**config.mk**
```make
export PLATFORM = sky130hd
export DESIGN_NAME = julia_pixel_scheduler_flat
export DESIGN_NICKNAME = d
export VERILOG_FILES = /design/src/rtl/julia_pixel_scheduler_if.sv /design/src/rtl/julia_pixel_scheduler.sv /design/src/flat_wrapper.sv
export SDC_FILE = /design/constraint.sdc
export NUM_CORES = 1
export LEC_CHECK = 0
export ABC_AREA = 1
export CAP_MARGIN = 10
export CORE_ASPECT_RATIO = 1.1
export CORE_MARGIN = 2
export CORE_UTILIZATION = 37
export CTS_BUF_LIST = sky130_fd_sc_hd__clkbuf_8 sky130_fd_sc_hd__clkbuf_16
export CTS_CLUSTER_SIZE = 25
export DETAILED_ROUTE_END_ITERATION = 10
export GPL_ROUTABILITY_DRIVEN = 0
export GPL_TIMING_DRIVEN = 0
export PLACE_DENSITY_LB_ADDON = 0.3
export SETUP_SLACK_MARGIN = 0.2
export SKIP_LAST_GASP = 1
export SYNTH_ARGS = -nofsm -noshare
export SYNTH_HDL_FRONTEND = slang
export SYNTH_SLANG_ARGS = --single-unit
```
**constraint.sdc**
```tcl
create_clock -name clk -period 2.2 [get_ports clk]
set_input_delay 0.22 -clock clk [delete_from_list [all_inputs] [get_ports clk]]
set_output_delay 0.22 -clock clk [all_outputs]
set_load 0.02 [all_outputs]
```
**src/rtl/julia_pixel_scheduler_if.sv**
```systemverilog
`default_nettype none
// ============================================================================
//  Module   : julia_pixel_scheduler_if
//  Purpose  : Frame request, Julia constant and pixel-job stream bundle.
//  Revision : 1.0
// ============================================================================
interface julia_pixel_scheduler_if #(
    parameter int WIDTH = 20
);
    logic                    start;
    logic signed [WIDTH-1:0] x_min;
    logic signed [WIDTH-1:0] y_max;
    logic signed [WIDTH-1:0] step;
    logic signed [WIDTH-1:0] c_real_in;
    logic signed [WIDTH-1:0] c_imag_in;
    logic signed [WIDTH-1:0] z_real_out;
    logic signed [WIDTH-1:0] z_imag_out;
    logic signed [WIDTH-1:0] c_real_out;
    logic signed [WIDTH-1:0] c_imag_out;
    logic [15:0]             pix_x;
    logic [15:0]             pix_y;
    logic                    out_valid;
    logic                    out_ready;
    logic                    busy;
    logic                    done;

    // Scheduler side: produces pixel jobs
    modport master (
        input  start, x_min, y_max, step, c_real_in, c_imag_in, out_ready,
        output z_real_out, z_imag_out, c_real_out, c_imag_out,
               pix_x, pix_y, out_valid, busy, done
    );

    // Requester / iteration-engine side
    modport slave (
        output start, x_min, y_max, step, c_real_in, c_imag_in, out_ready,
        input  z_real_out, z_imag_out, c_real_out, c_imag_out,
               pix_x, pix_y, out_valid, busy, done
    );
endinterface
`default_nettype wire

```
**src/rtl/julia_pixel_scheduler.sv**
```systemverilog
`default_nettype none
// ============================================================================
//  Module   : julia_pixel_scheduler
//  Purpose  : Walks a frame in raster order, emitting one initial-z job per pixel.
//  Revision : 1.0
// ============================================================================
module julia_pixel_scheduler #(
    parameter int WIDTH      = 20,
    parameter int FRACTIONAL = 10,
    parameter int H_RES      = 640,
    parameter int V_RES      = 480
) (
    input  logic                    clk,
    input  logic                    rst,
    julia_pixel_scheduler_if.master bus
);

    if (FRACTIONAL >= WIDTH) begin : g_bad_fractional
        $error("FRACTIONAL must be smaller than WIDTH");
    end

    localparam logic [15:0] C_LAST_COL = 16'(H_RES - 1);
    localparam logic [15:0] C_LAST_ROW = 16'(V_RES - 1);

    typedef enum logic [1:0] {
        ST_IDLE = 2'd0,
        ST_EMIT = 2'd1,
        ST_DONE = 2'd2
    } state_t;

    state_t r_state;
    state_t w_state_next;

    logic signed [WIDTH-1:0] r_x_min;
    logic signed [WIDTH-1:0] r_step;
    logic signed [WIDTH-1:0] r_c_real;
    logic signed [WIDTH-1:0] r_c_imag;
    logic signed [WIDTH-1:0] r_z_real;
    logic signed [WIDTH-1:0] r_z_imag;
    logic [15:0]             r_pix_x;
    logic [15:0]             r_pix_y;

    logic w_launch;
    logic w_transfer;
    logic w_last_col;
    logic w_last_row;

    assign w_launch   = (r_state == ST_IDLE) && bus.start;
    assign w_transfer = (r_state == ST_EMIT) && bus.out_ready;
    assign w_last_col = (r_pix_x == C_LAST_COL);
    assign w_last_row = (r_pix_y == C_LAST_ROW);

    always_comb begin
        w_state_next = r_state;
        case (r_state)
            ST_IDLE: if (bus.start) w_state_next = ST_EMIT;
            ST_EMIT: if (w_transfer && w_last_col && w_last_row) w_state_next = ST_DONE;
            ST_DONE: w_state_next = ST_IDLE;
            default: w_state_next = ST_IDLE;
        endcase
    end

    always_ff @(posedge clk) begin
        if (rst) begin
            r_state <= ST_IDLE;
        end else begin
            r_state <= w_state_next;
        end
    end

    // Incremental stepping only: column adds step, row reloads x_min and subtracts step.
    always_ff @(posedge clk) begin
        if (rst) begin
            r_x_min  <= '0;
            r_step   <= '0;
            r_c_real <= '0;
            r_c_imag <= '0;
            r_z_real <= '0;
            r_z_imag <= '0;
            r_pix_x  <= '0;
            r_pix_y  <= '0;
        end else if (w_launch) begin
            r_x_min  <= bus.x_min;
            r_step   <= bus.step;
            r_c_real <= bus.c_real_in;
            r_c_imag <= bus.c_imag_in;
            r_z_real <= bus.x_min;
            r_z_imag <= bus.y_max;
            r_pix_x  <= '0;
            r_pix_y  <= '0;
        end else if (w_transfer) begin
            if (!w_last_col) begin
                r_pix_x  <= r_pix_x + 16'd1;
                r_z_real <= r_z_real + r_step;
            end else if (!w_last_row) begin
                r_pix_x  <= '0;
                r_pix_y  <= r_pix_y + 16'd1;
                r_z_real <= r_x_min;
                r_z_imag <= r_z_imag - r_step;
            end
        end
    end

    assign bus.z_real_out = r_z_real;
    assign bus.z_imag_out = r_z_imag;
    assign bus.c_real_out = r_c_real;
    assign bus.c_imag_out = r_c_imag;
    assign bus.pix_x      = r_pix_x;
    assign bus.pix_y      = r_pix_y;
    assign bus.out_valid  = (r_state == ST_EMIT);
    assign bus.busy       = (r_state == ST_EMIT);
    assign bus.done       = (r_state == ST_DONE);

endmodule
`default_nettype wire

```
**src/flat_wrapper.sv**
```systemverilog
// flat-port wrapper written by rule: the top's interface ports become plain ports
module julia_pixel_scheduler_flat 
#(
    parameter int WIDTH      = 20,
    parameter int FRACTIONAL = 10,
    parameter int H_RES      = 640,
    parameter int V_RES      = 480
)
  (clk, rst, bus_start, bus_x_min, bus_y_max, bus_step, bus_c_real_in, bus_c_imag_in, bus_out_ready, bus_z_real_out, bus_z_imag_out, bus_c_real_out, bus_c_imag_out, bus_pix_x, bus_pix_y, bus_out_valid, bus_busy, bus_done);
  julia_pixel_scheduler_if #(.WIDTH(WIDTH)) bus_i ();
  input  logic clk;
  input  logic rst;
  input wire logic [$bits(bus_i.start)-1:0] bus_start;
  input wire logic [$bits(bus_i.x_min)-1:0] bus_x_min;
  input wire logic [$bits(bus_i.y_max)-1:0] bus_y_max;
  input wire logic [$bits(bus_i.step)-1:0] bus_step;
  input wire logic [$bits(bus_i.c_real_in)-1:0] bus_c_real_in;
  input wire logic [$bits(bus_i.c_imag_in)-1:0] bus_c_imag_in;
  input wire logic [$bits(bus_i.out_ready)-1:0] bus_out_ready;
  output wire logic [$bits(bus_i.z_real_out)-1:0] bus_z_real_out;
  output wire logic [$bits(bus_i.z_imag_out)-1:0] bus_z_imag_out;
  output wire logic [$bits(bus_i.c_real_out)-1:0] bus_c_real_out;
  output wire logic [$bits(bus_i.c_imag_out)-1:0] bus_c_imag_out;
  output wire logic [$bits(bus_i.pix_x)-1:0] bus_pix_x;
  output wire logic [$bits(bus_i.pix_y)-1:0] bus_pix_y;
  output wire logic [$bits(bus_i.out_valid)-1:0] bus_out_valid;
  output wire logic [$bits(bus_i.busy)-1:0] bus_busy;
  output wire logic [$bits(bus_i.done)-1:0] bus_done;
  assign bus_i.start = bus_start;
  assign bus_i.x_min = bus_x_min;
  assign bus_i.y_max = bus_y_max;
  assign bus_i.step = bus_step;
  assign bus_i.c_real_in = bus_c_real_in;
  assign bus_i.c_imag_in = bus_c_imag_in;
  assign bus_i.out_ready = bus_out_ready;
  assign bus_z_real_out = bus_i.z_real_out;
  assign bus_z_imag_out = bus_i.z_imag_out;
  assign bus_c_real_out = bus_i.c_real_out;
  assign bus_c_imag_out = bus_i.c_imag_out;
  assign bus_pix_x = bus_i.pix_x;
  assign bus_pix_y = bus_i.pix_y;
  assign bus_out_valid = bus_i.out_valid;
  assign bus_busy = bus_i.busy;
  assign bus_done = bus_i.done;
  julia_pixel_scheduler #(.WIDTH(WIDTH), .FRACTIONAL(FRACTIONAL), .H_RES(H_RES), .V_RES(V_RES)) u_core (.clk(clk), .rst(rst), .bus(bus_i));
endmodule
```
Word-level counts from Yosys, hierarchy flattened
Index checks and enable logic that the tools add are counted.
{"block": "totals", "in_bits": 104, "regBits": 154, "wordCells": 49, "output_inout_bits": 115}
{"block": "op_classes", "n_mux": 13, "n_reduce_logical": 13, "bitwise_logic": 1, "add_sub_neg": 4, "eq_ne": 9}
{"operator": "two-way mux 20 bit", "n": 8}
{"operator": "adder 16 x 1 -> 16 bit, second input constant", "n": 2}
{"operator": "two-way mux 16 bit", "n": 2}
{"operator": "adder 20 bit", "n": 1}
{"operator": "subtractor 20 bit", "n": 1}
{"operator": "== test 16 x 10 -> 1 bit, second input constant", "n": 1}
{"operator": "== test 16 x 9 -> 1 bit, second input constant", "n": 1}
{"operator": "AND reduction 2 bit", "n": 3}
{"operator": "AND reduction 3 bit", "n": 2}
{"operator": "logical AND 1 bit", "n": 4}
{"operator": "two-way mux 2 bit", "n": 2}
{"operator": "!= test 2 x 1 -> 1 bit, second input constant", "n": 2}
{"operator": "!= test 2 bit, second input constant", "n": 2}
{"operator": "case mux 2 bit (2 select lines)", "n": 1}
{"operator": "nonzero test 2 bit", "n": 2}
{"operator": "!= test 3 x 2 -> 1 bit, second input constant", "n": 1}
{"operator": "== test 2 x 1 -> 1 bit, second input constant", "n": 1}
{"operator": "== test 2 bit, second input constant", "n": 1}
{"operator": "logical NOT 2 bit", "n": 1}
{"operator": "OR reduction 2 bit", "n": 1}
{"operator": "inverter 1 bit", "n": 1}

Longest topological paths before layout
Gate-level depths: netlist of the first run.
{"block": "depth", "depth_word": 6, "ltp_mapped": 14}

Least setup slack after synthesis of the first run
Ideal clock, no wire load.
{"block": "synth_path", "path_type": "reg-to-reg", "start": "register u_core.r_pix_x[0], in the netlist u_core.bus.pix_x[0]", "end": "register u_core.r_z_real[16], in the netlist u_core.bus.z_real_out[16]", "stages_incl_launch_ff": 12, "period_less_slack_ns": 2.025, "path_buffers": 1, "setup_slack_ns": 0.175, "setup_time_ns": 0.116, "required_time_ns": 2.084, "arrival_time_ns": 1.909, "path_cell_list": "dfxtp_1 > ha_1 > nand2_1 > nor4_4 > nand2_2 > nand2_2 > nand2_4 > nor2_4 > buf_4 > nand2_1 > nand2_1 > a21oi_2"}
{"block": "synth_between", "elab_chain_len": 4, "word_cells_on_any_way": 6, "cone_classes": "eq/ne (2); mux (3); reduce/logical (1)"}
{"item": "start, declared", "line_no": "julia_pixel_scheduler.sv:40", "rtl": "logic [15:0] r_pix_x;"}
{"item": "start signal, assigned", "line_no": "julia_pixel_scheduler.sv:93", "rtl": "r_pix_x <= r_pix_x + 16'd1;"}
{"item": "== test 16 x 10 -> 1 bit (*)", "line_no": "julia_pixel_scheduler.sv:50", "rtl": "assign w_last_col = (r_pix_x == C_LAST_COL);"}
{"item": "two-way mux 20 bit", "line_no": "julia_pixel_scheduler.sv:92", "rtl": "if (!w_last_col) begin"}
{"item": "two-way mux 20 bit", "line_no": "julia_pixel_scheduler.sv:91", "rtl": "end else if (w_transfer) begin"}
{"item": "two-way mux 20 bit", "line_no": "julia_pixel_scheduler.sv:82", "rtl": "end else if (w_launch) begin"}
{"item": "end signal, assigned", "line_no": "julia_pixel_scheduler.sv:87", "rtl": "r_z_real <= bus.x_min;"}
{"item": "end signal, assigned", "line_no": "julia_pixel_scheduler.sv:94", "rtl": "r_z_real <= r_z_real + r_step;"}
{"item": "end signal, assigned", "line_no": "julia_pixel_scheduler.sv:98", "rtl": "r_z_real <= r_x_min;"}
{"item": "end, declared", "line_no": "julia_pixel_scheduler.sv:38", "rtl": "logic signed [WIDTH-1:0] r_z_real;"}
Every way passes the cells marked *; elsewhere a longest branch is shown, timed or not. The select of a mux whose other input is x is not followed.
A chain may end at the register's enable or synchronous reset.

Worst setup path in the final report of the first run
{"block": "layout_path", "start": "register u_core.r_step[0]", "end": "register u_core.r_z_imag[12], in the netlist u_core.bus.z_imag_out[12]"}
{"block": "layout_between", "elab_chain_len": 5}
{"item": "start, declared", "line_no": "julia_pixel_scheduler.sv:35", "rtl": "logic signed [WIDTH-1:0] r_step;"}
{"item": "start signal, assigned", "line_no": "julia_pixel_scheduler.sv:84", "rtl": "r_step <= bus.step;"}
{"item": "subtractor 20 bit", "line_no": "julia_pixel_scheduler.sv:99", "rtl": "r_z_imag <= r_z_imag - r_step;"}
{"item": "two-way mux 20 bit", "line_no": "julia_pixel_scheduler.sv:95", "rtl": "end else if (!w_last_row) begin"}
{"item": "two-way mux 20 bit", "line_no": "julia_pixel_scheduler.sv:92"}
{"item": "two-way mux 20 bit", "line_no": "julia_pixel_scheduler.sv:91"}
{"item": "two-way mux 20 bit", "line_no": "julia_pixel_scheduler.sv:82"}
{"item": "end signal, assigned", "line_no": "julia_pixel_scheduler.sv:88", "rtl": "r_z_imag <= bus.y_max;"}
{"item": "end signal, assigned", "line_no": "julia_pixel_scheduler.sv:99"}
{"item": "end, declared", "line_no": "julia_pixel_scheduler.sv:39", "rtl": "logic signed [WIDTH-1:0] r_z_imag;"}
No other way between the ends. The select of a mux whose other input is x is not followed.

==> reports/results.ini, run 1 <==
[timing]
fmax_ghz = 0.511
clock-skew-final_ns = 0.0134
finalCritPeriodShare_pct = 89.0
setup_viol = 0
rsz0062_at_grt = yes
hold_viol = 0
worst_slew_pin_slew_ns = 0.711
max-slew-margin-rel_pct = 52.6
finalCriticalPeriod_ns = 1.96
slew_violations = 0
setup_tns_ns = 0
whs_ns = 0.339

[clock_network]
path_clk_slew_ns = 0.07
clockRootBuffer = clkbuf_16
cts_hold_buffers = 0
insertion_delay_ns = 0.43
htree_num_levels = 4
tritoncts = done
clock_path_buffers = 2
clkSinkCount = 154
cts_buffers = 17

[power]
p_seq_share_pct = 35.2
combPwrFrac_pct = 31.1
internal-power_w = 0.00586
leakage_nw = 5.74
swShare_pct = 34.8
powerDensity_nw_per_um2 = 697
switchingPower_w = 0.00312
p_clk_share_pct = 33.7
ir_worst_vdd_mv = 0.537

[worst_hold_path]
holdCritPathClass = input port to flip-flop

[logic_synthesis]
ys_warn_count = 0
synth_cells = 1409
synthTopCellsByCount = nand2_1 (345), nor2_1 (184), inv_1 (171), dfxtp_1 (154), o21ai_0 (113)
synth-edff-count = 0
synth_ff_type = dfxtp_1
syn_area_um2 = 9130
avgSynthCellArea_um2 = 6.48
synth.area.top_cells = dfxtp_1 (34%), nand2_1 (14%), nor2_1 (7.6%)
synth_nets = 1555
ys_seq_elements = 154
yosysMostFrequentCell = nand2_1
synth.distinct_cells = 47
synth_seq_area_share_pct = 33.8
synth_top_area_share_pct = 33.8
post-synth-top-area-cell = dfxtp_1
synth-async-reset-ratio_pct = 0

[routing]
drt_iter0_markers = 628
vias = 10100
wl_per_cell_um = 15.6
drcViolationCount = 0
drt_wl_total_um = 31100
first_pass_iters = 5
avgViaCountPerCell = 5.06
drtAntennaViolNets = 0

[job]
max-cap-violations = 0

[global_route]
overflow = 0
grt_use_met2_pct = 38.6
grt_use_met1_pct = 28.3
grt_usage_pct = 22.9
grt_pass1_vias = 9242
antenna_found_initial = 2
busiest_layer = met2
use_met3_pct = 6.22
grt_max_degree = 17
grt_first_pass_wirelength_um = 47400

[floorplanning]
start_util_pct = 37.4
fp.dieArea_um2 = 26000
row_count = 60
core_um2 = 24400
die_width_um = 154
dieHeight_um = 169
ios = 219

[worst_setup_path]
start_kind = flip-flop
cp_top_family = simple AND/OR/NAND/NOR gates
crit_required_ns = 2.53
path_class = flip-flop to flip-flop
crit_path_end_kind = flip-flop
critPathSlowestCell = fa_2
arrival_ns = 2.28
path_cells = ha_4 > inv_2 > fa_2 > nand3_2 > nand3_2 > nand3_2 > nand2_2 > nand2_1 > nand2_1 > xnor2_1 > nand2_1 > nand2_1 > nand2_1
path_buf_inv = 1
path_max_fanout = 3
cpPeakStageDelay_ns = 0.42
crit_path_frequent_cell = nand2_1

[placement]
portBuffers = 217
dpl.hpwl_um = 23700
dp.cells = 1936
place_area_um2 = 11700

[layout]
stdcell_count = 1988
design_area_um2 = 12900
final_layout_size_suffix_gt1_share_pct = 11.6
final_nets = 1810
synthToLayoutAreaGrowth_pct = 41.1

[status]
status = complete, no violations

what timing repair did:
action	in CTS	in global routing
setup endpoints to repair	115	107
cloned	0	3
pin swaps	6	19
buffers inserted	5	11
resized for setup	35	99
metal layers:
metal / up-vias / share of wire (%) / wire, um
li1: 5052 / - / -
met1: 4581 / 43 / 13200
met2: 363 / 47 / 14500
met3: 54 / 7.7 / 2390
met4: 0 / 3.1 / 957
met5: - / 0 / 0
worst reg2reg max path: stages (launching register included):
cell	delay, ns
dfxtp_4	0.41
ha_4	0.15
inv_2	0.06
fa_2	0.42
nand3_2	0.08
nand3_2	0.09
nand3_2	0.08
nand2_2	0.08
nand2_1	0.08
nand2_1	0.06
xnor2_1	0.15
nand2_1	0.06
nand2_1	0.09
nand2_1	0.05
flip-flops by register name, indices dropped and copies added, names as in the netlist:
| register | count |
|---|---|
| u_core.bus.z_imag_out | 20 |
| u_core.bus.z_real_out | 20 |
| u_core.bus.pix_y | 16 |
| u_core.bus.pix_x | 16 |
| u_core.bus.c_real_out | 20 |
| u_core.r_step | 20 |
| u_core.r_state | 2 |
| u_core.r_x_min | 20 |
| u_core.bus.c_imag_out | 20 |
final timing paths:
path | slack [ns] | cells after the start | startpoint | end
max | 0.24 | 13 | u_core.r_step[0]$_SDFFE_PP0P_ | u_core.bus.z_imag_out[12]$_SDFFE_PP0P_
min | 0.34 | 2 | rst | u_core.r_x_min[5]$_SDFFE_PP0P_
max reg2reg | 0.24 | 13 | u_core.r_step[0]$_SDFFE_PP0P_ | u_core.bus.z_imag_out[12]$_SDFFE_PP0P_
min reg2reg | 0.46 | 2 | u_core.r_x_min[0]$_SDFFE_PP0P_ | u_core.r_x_min[0]$_SDFFE_PP0P_
layout by cell type (no fill, tap or decap), drive strengths merged, types with 4 or more instances in the layout:
| cell type | instances |
|---|---|
| nor4 | 7 |
| o21ai | 115 |
| ha | 40 |
| nand4 | 16 |
| nor2 | 194 |
| nand3 | 94 |
| inv | 184 |
| nand2 | 356 |
| clkdlybuf4s50 | 216 |
| o22ai | 13 |
| and2 | 4 |
| buf | 36 |
| xnor2 | 6 |
| clkbuf | 52 |
| nor3 | 23 |
| a21oi | 106 |
| a21o | 7 |
| xor2 | 23 |
| dfxtp | 154 |
| clkinv | 4 |
through the flow:
stage | setup slack, ns | total power, W | util [%]
global route | 0.0621 | 0.00947 | 52.8
finish | 0.243 | 0.00898 | 52.8
CTS | 0.173 | 0.00880 | 50.9
floorplan | 0.224 | 0.00481 | -
detailed placement | -0.538 | 0.00576 | 47.9
global placement | -0.491 | 0.00573 | 47.9
power groups by stage:
stage | Combinational, W | Clock, W | Sequential [W]
finish | 0.00279 | 0.00303 | 0.00316
global route | 0.00310 | 0.00319 | 0.00318
CTS | 0.00259 | 0.00306 | 0.00315
detailed placement | 0.00255 | 0 | 0.00322
global placement | 0.00252 | 0 | 0.00321
floorplan | 0.00146 | 0 | 0.00335
logic make-up after synthesis:
group	synth area share [%]
and+or+nand+nor	32.6
AOI/OAI and AO/OA	14.8
buffers and inverters	10.1
DFF	33.8
adders and majority gates	5.92
xor gates and xnor gates	2.78
muxes	0.110
area by class of cell:
type / instances / area, um2
clock buffers: 17 / 425
inverters: 179 / 674
well taps: 310 / 388
clock inverters: 14 / 163
fillers: 2353 / 11500
repair buffers: 236 / 2370
diodes: 2 / 5.00
flip-flops and latches: 154 / 3100
plain buffers: 52 / 304
multi-input cells: 1024 / 5460
Power figures use the tool's default switching activity.
==> run 2: changes to the inputs <==
- GPL_TIMING_DRIVEN: 0 -> unset
==> run 2 against run 1 <==
- total power shrank 0.85%
- clock skew shrank 0.0018 ns
- via count shrank 3.2%
- non-clock buffer count fell by 34
- largest cell class unchanged
- register-to-register slack improved by 0.02 ns
- highest routed layer unchanged
- critical endpoint is now u_core.bus.z_real_out[0]$_SDFFE_PP0P_
- die area stayed put
- utilization decreased by 1.0 points
- sequential share of layout area increased by 0.50 points
- critical path type unchanged
- critical path depth fell by 3
- final cell count is 1.6% lower
==> reports/results.ini, run 2 (synthesis gave the netlist of run 1 again) <==
[floorplanning]
die_width_um = 154  ; unchanged
fp.dieArea_um2 = 26000  ; unchanged
ios = 219  ; unchanged
row_count = 60  ; unchanged
dieHeight_um = 169  ; unchanged
start_util_pct = 37.4  ; unchanged
core_um2 = 24400  ; unchanged

[worst_setup_path]
path_max_fanout = 5  ; was 3
path_cells = ha_4 > nand3_2 > nor4_2 > nand2_2 > buf_4 > buf_4 > o21ai_0 > o21ai_0 > nor2_1 > nor2_1  ; was ha_4 > inv_2 > fa_2 > nand3_2 > nand3_2 > nand3_2 > nand2_2 > nand2_1 > nand2_1 > xnor2_1 > nand2_1 > nand2_1 > nand2_1
cp_top_family = simple AND/OR/NAND/NOR gates  ; unchanged
arrival_ns = 2.26  ; was 2.28 ns
start_kind = flip-flop  ; unchanged
critPathSlowestCell = dfxtp_4  ; was fa_2
crit_path_end_kind = flip-flop  ; unchanged
path_buf_inv = 2  ; was 1
cpPeakStageDelay_ns = 0.38  ; was 0.42 ns
path_class = flip-flop to flip-flop  ; unchanged
crit_required_ns = 2.53  ; about the same

[clock_network]
cts_buffers = 17  ; unchanged
path_clk_slew_ns = 0.07  ; about the same
cts_hold_buffers = 0  ; unchanged
clock_path_buffers = 2  ; unchanged
insertion_delay_ns = 0.44  ; was 0.43 ns
clkSinkCount = 154  ; unchanged
htree_num_levels = 4  ; unchanged
clockRootBuffer = clkbuf_16  ; unchanged
tritoncts = done  ; unchanged

[layout]
stdcell_count = 1956  ; was 1988
layout_commonest_cell = nand2_1  ; unchanged
final_nets = 1776  ; was 1810
final_layout_size_suffix_gt1_share_pct = 9.49  ; was 11.6%
design_area_um2 = 12600  ; was 12900 um2
synthToLayoutAreaGrowth_pct = 38.3  ; was 41.1%
layout_common_cells = nand2_1 (340), clkdlybuf4s50_1 (218), nor2_1 (182), inv_1 (168), dfxtp_1 (142)  ; was nand2_1 (323), clkdlybuf4s50_1 (216), nor2_1 (178), inv_1 (168), dfxtp_1 (145)

[global_route]
grt_use_met1_pct = 26.9  ; was 28.3%
use_met3_pct = 5.84  ; was 6.22%
antenna_found_initial = 3  ; was 2
overflow = 0  ; unchanged
grt_pass1_vias = 9111  ; was 9242
busiest_layer = met2  ; unchanged
grt_first_pass_wirelength_um = 45900  ; was 47400 um
grt_max_degree = 50  ; was 17
grt_use_met2_pct = 36.4  ; was 38.6%
grt_usage_pct = 21.8  ; was 22.9%

[timing]
worst_slew_pin_slew_ns = 0.454  ; was 0.711 ns
max-slew-margin-rel_pct = 69.5  ; was 52.6%
hold_viol = 0  ; unchanged
worst_slack_ns = 0.266  ; was 0.243 ns
finalCriticalPeriod_ns = 1.93  ; was 1.96 ns
slew_violations = 0  ; unchanged
fmax_ghz = 0.517  ; was 0.511 GHz
rsz0062_at_grt = yes  ; unchanged
clock-skew-final_ns = 0.0117  ; was 0.0134 ns
finalCritPeriodShare_pct = 87.9  ; was 89.0%
setup_viol = 0  ; unchanged
setup_tns_ns = 0  ; unchanged

[routing]
drcViolationCount = 0  ; unchanged
wl_per_cell_um = 14.7  ; was 15.6 um
drtAntennaViolNets = 0  ; unchanged
drt_wl_total_um = 28800  ; was 31100 um
first_pass_iters = 5  ; unchanged
vias = 9733  ; was 10100
avgViaCountPerCell = 4.98  ; was 5.06
drt_iter0_markers = 612  ; was 628

[power]
leakage_nw = 5.59  ; was 5.74 nW
powerDensity_nw_per_um2 = 705  ; was 697 nW/um2
finalPower_w = 0.00890  ; was 0.00898 W
ir_worst_vdd_mv = 0.507  ; was 0.537 mV

[placement]
dp.cells = 1909  ; was 1936
place_area_um2 = 11700  ; about the same
portBuffers = 218  ; was 217
dp_slack_ns = 0.139  ; was -0.538 ns
dpl.hpwl_um = 21500  ; was 23700 um

[status]
status = complete, no violations  ; unchanged

[job]
max-cap-violations = 0  ; unchanged

[worst_hold_path]
holdCritPathClass = input port to flip-flop  ; unchanged

run 2: worst register-to-register path, cell delays in order (launching register included):
cell and delay [ns]:
dfxtp_4 0.38, ha_4 0.16, nand3_2 0.10, nor4_2 0.29, nand2_2 0.17, buf_4 0.17, buf_4 0.15, o21ai_0 0.18
o21ai_0 0.10, nor2_1 0.09, nor2_1 0.05
run 2: path summary, 6_finish.rpt:
path	startpoint	end	slack [ns]	cells after the start
setup reg to reg	u_core.bus.pix_x[0]$_SDFFE_PP0P_	u_core.bus.z_real_out[0]$_SDFFE_PP0P_	0.27	10
setup / recovery	u_core.bus.pix_x[0]$_SDFFE_PP0P_	u_core.bus.z_real_out[0]$_SDFFE_PP0P_	0.27	10
hold reg to reg	u_core.r_x_min[0]$_SDFFE_PP0P_	u_core.r_x_min[0]$_SDFFE_PP0P_	0.46	2
hold / removal	bus_x_min[14]	u_core.r_x_min[14]$_SDFFE_PP0P_	0.38	3
run 2: repair_timing:
| item | CTS | global route |
|---|---|---|
| pin swaps | 1 | 6 |
| cloned | 0 | 0 |
| gates resized for setup | 6 | 63 |
| buffers inserted | 1 | 11 |
| setup endpoints to repair | 35 | 66 |
run 2: through the flow:
stage / hold slack, ns / util [%]
2_1_floorplan: 0.380 / -
3_3_place_gp: 0.449 / 48.0
3_5_place_dp: 0.454 / 48.0
4_1_cts: 0.365 / 50.5
5_1_grt: 0.402 / 51.8
6_report: 0.378 / 51.8
run 2: final cells by class:
| cell class | instances | area (um2) |
|---|---|---|
| diodes | 3 | 7.51 |
| clock buffers | 18 | 439 |
| clock inverters | 14 | 159 |
| fillers | 2358 | 11800 |
| inverters | 179 | 679 |
| multi-input cells | 1024 | 5320 |
| flip-flops and latches | 154 | 3110 |
| well taps | 310 | 388 |
| repair buffers | 254 | 2530 |
run 2: layer usage:
| layer | vias up | routed length, um |
|---|---|---|
| met4 | 0 | 731 |
| met5 | - | 0 |
| li1 | 4976 | - |
| met3 | 46 | 1870 |
| met2 | 300 | 13600 |
| met1 | 4411 | 12600 |
run 2: where the power goes:
part	switching, W	internal, W
Combinational	0.00156	0.00113
Clock	0.00132	0.00173
Sequential	0.000172	0.00299
==> run 3: changes to the inputs <==
- CORE_UTILIZATION: 37 -> 51
- SLEW_MARGIN: unset -> 0
==> run 3 against run 2 <==
- utilization increased by 20 points
- die area decreased by 27%
- register-to-register slack improved by 0.03 ns
- critical path depth unchanged
- maximum frequency increased by 1.8%
- count of clock-buffer cells in the layout increased by 1
- first-iteration DRC count increased by 46%
- non-clock buffer count increased by 3
- clock skew decreased by 0.0019 ns
- critical path type unchanged
==> reports/results.ini, run 3 (synthesis gave the netlist of run 1 again) <==
[status]
status = complete, no violations  ; unchanged

[layout]
fillers = 1481  ; was 2358
final_nets = 1779  ; was 1776
synthToLayoutAreaGrowth_pct = 38.4  ; was 38.3%
final_layout_size_suffix_gt1_share_pct = 10.0  ; was 9.49%
layout_common_cells = nand2_1 (339), clkdlybuf4s50_1 (218), nor2_1 (182), inv_1 (166), dfxtp_1 (143)  ; was nand2_1 (340), clkdlybuf4s50_1 (218), nor2_1 (182), inv_1 (168), dfxtp_1 (142)
layout_commonest_cell = nand2_1  ; unchanged
stdcell_count = 1886  ; was 1956

[power]
swShare_pct = 32.8  ; was 34.2%
leakage_nw = 5.64  ; was 5.59 nW
combPwrFrac_pct = 30.0  ; was 30.2%
powerDensity_nw_per_um2 = 722  ; was 705 nW/um2
internal-power_w = 0.00613  ; was 0.00586 W
p_clk_share_pct = 35.3  ; was 34.2%
finalPower_w = 0.00913  ; was 0.00890 W
ir_worst_vdd_mv = 0.608  ; was 0.507 mV
p_seq_share_pct = 34.7  ; was 35.6%
switchingPower_w = 0.00300  ; was 0.00305 W

[floorplanning]
start_util_pct = 51.9  ; was 37.4%
core_um2 = 17600  ; was 24400 um2
dieHeight_um = 144  ; was 169 um
row_count = 51  ; was 60
fp.dieArea_um2 = 19000  ; was 26000 um2
die_width_um = 132  ; was 154 um
ios = 219  ; unchanged

[timing]
worst_slack_ns = 0.299  ; was 0.266 ns
clock-skew-final_ns = 0.00971  ; was 0.0117 ns
finalCritPeriodShare_pct = 86.4  ; was 87.9%
hold_viol = 0  ; unchanged
whs_ns = 0.392  ; was 0.378 ns
rsz0062_at_grt = yes  ; unchanged
max-slew-margin-rel_pct = 65.3  ; was 69.5%
slew_violations = 0  ; unchanged
setup_viol = 0  ; unchanged
setup_tns_ns = 0  ; unchanged
worst_slew_pin_slew_ns = 0.516  ; was 0.454 ns
fmax_ghz = 0.526  ; was 0.517 GHz
finalCriticalPeriod_ns = 1.90  ; was 1.93 ns

[clock_network]
cts_buffers = 17  ; unchanged
cts_hold_buffers = 0  ; unchanged
clock_path_buffers = 2  ; unchanged
clockRootBuffer = clkbuf_16  ; unchanged
insertion_delay_ns = 0.43  ; was 0.44 ns
htree_num_levels = 4  ; unchanged
path_clk_slew_ns = 0.07  ; about the same
clkSinkCount = 154  ; unchanged
tritoncts = done  ; unchanged

[routing]
avgViaCountPerCell = 5.38  ; was 4.98
wl_per_cell_um = 15.1  ; was 14.7 um
drtAntennaViolNets = 0  ; unchanged
first_pass_iters = 9  ; was 5
drt_wl_total_um = 28500  ; was 28800 um
vias = 10200  ; was 9733
drt_iter0_markers = 895  ; was 612
drcViolationCount = 0  ; unchanged

[worst_setup_path]
path_class = flip-flop to flip-flop  ; unchanged
path_max_fanout = 12  ; was 5
start_kind = flip-flop  ; unchanged
arrival_ns = 2.23  ; was 2.26 ns
crit_required_ns = 2.52  ; was 2.53 ns
crit_path_end_kind = flip-flop  ; unchanged

[worst_hold_path]
holdCritPathClass = input port to flip-flop  ; unchanged

[placement]
dp_slack_ns = 0.112  ; was 0.139 ns
portBuffers = 218  ; unchanged
dpl.hpwl_um = 20600  ; was 21500 um
dp.cells = 1839  ; was 1909

[global_route]
grt_pass1_vias = 9417  ; was 9111
overflow = 0  ; unchanged
grt_first_pass_wirelength_um = 44900  ; was 45900 um
grt_max_degree = 68  ; was 50
grt_usage_pct = 29.1  ; was 21.8%
antenna_found_initial = 2  ; was 3

[job]
max-cap-violations = 0  ; unchanged

==> run 3: cell count changes in the layout (fill, tap and decap cells not counted), moves of 3 or more <==
cell / before / now
ha_1: 30 / 26
o21ai_1: 11 / 5
ha_2: 4 / 8
o21ai_0: 103 / 109
inv_6: 6 / 3
buf_4: 28 / 31
clkinv_4: 1 / 4
==> run 3: cell type report <==
type / instances / area [um2] / share of cell area [%]
tap: 238 / 298 / 2.36
inverter: 179 / 677 / 5.36
timing repair buffer: 257 / 2570 / 20.3
multi-input combinational: 1024 / 5350 / 42.3
clock buffer: 19 / 453 / 3.58
sequential: 154 / 3100 / 24.5
antenna: 2 / 5.00 / 0.0396
clock inverter: 13 / 190 / 1.50
==> run 3: critical path: stages (launching register included) <==
cell     delay, ns
dfxtp_4       0.39
ha_4          0.18
nand2_1       0.12
nor4_4        0.27
nand2_2       0.09
nand2_2       0.10
nand2_4       0.08
buf_4         0.19
nand2_1       0.06
nand2_1       0.07
a21oi_1       0.24
==> run 3: what timing repair did <==
| item | in CTS | in global routing |
|---|---|---|
| pin swaps | 2 | 10 |
| resized for setup | 9 | 61 |
| endpoints found under the setup margin | 42 | 65 |
| buffers inserted | 1 | 12 |
==> run 3: per-stage QoR <==
| step | utilization [%] | instance area [um2] |
|---|---|---|
| after CTS | 69.9 | 12300 |
| final | 71.8 | 12600 |
| after floorplan | - | 9140 |
| after detailed placement | 66.1 | 11600 |
| after global routing | 71.8 | 12600 |
| after global placement | 66.1 | 11600 |
==> run 3: metal layers <==
layer	vias to the layer above	global-route usage, %	wire (um)
li1	4989	-	-
met1	4574	35.0	11500
met2	508	49.1	13400
met3	84	8.03	2670
met4	0	13.0	1010
met5	-	0	0
==> run 3: power by group through the flow <==
stage | Combinational [W] | Clock, W | Sequential, W
6_report | 0.00274 | 0.00322 | 0.00316
5_1_grt | 0.00302 | 0.00339 | 0.00319
4_1_cts | 0.00256 | 0.00325 | 0.00315
3_5_place_dp | 0.00252 | 0 | 0.00321
3_3_place_gp | 0.00247 | 0 | 0.00321
2_1_floorplan | 0.00146 | 0 | 0.00335
==> run 3: worst paths after layout <==
| kind | startpoint | end | slack, ns | cells past startpoint |
|---|---|---|---|---|
| setup / recovery | u_core.bus.pix_x[0]$_SDFFE_PP0P_ | u_core.bus.pix_x[3]$_SDFFE_PP0P_ | 0.30 | 10 |
| hold / removal | bus_x_min[12] | u_core.r_x_min[12]$_SDFFE_PP0P_ | 0.39 | 3 |
| setup reg to reg | u_core.bus.pix_x[0]$_SDFFE_PP0P_ | u_core.bus.pix_x[3]$_SDFFE_PP0P_ | 0.30 | 10 |
| hold reg to reg | u_core.r_x_min[16]$_SDFFE_PP0P_ | u_core.r_x_min[16]$_SDFFE_PP0P_ | 0.47 | 2 |
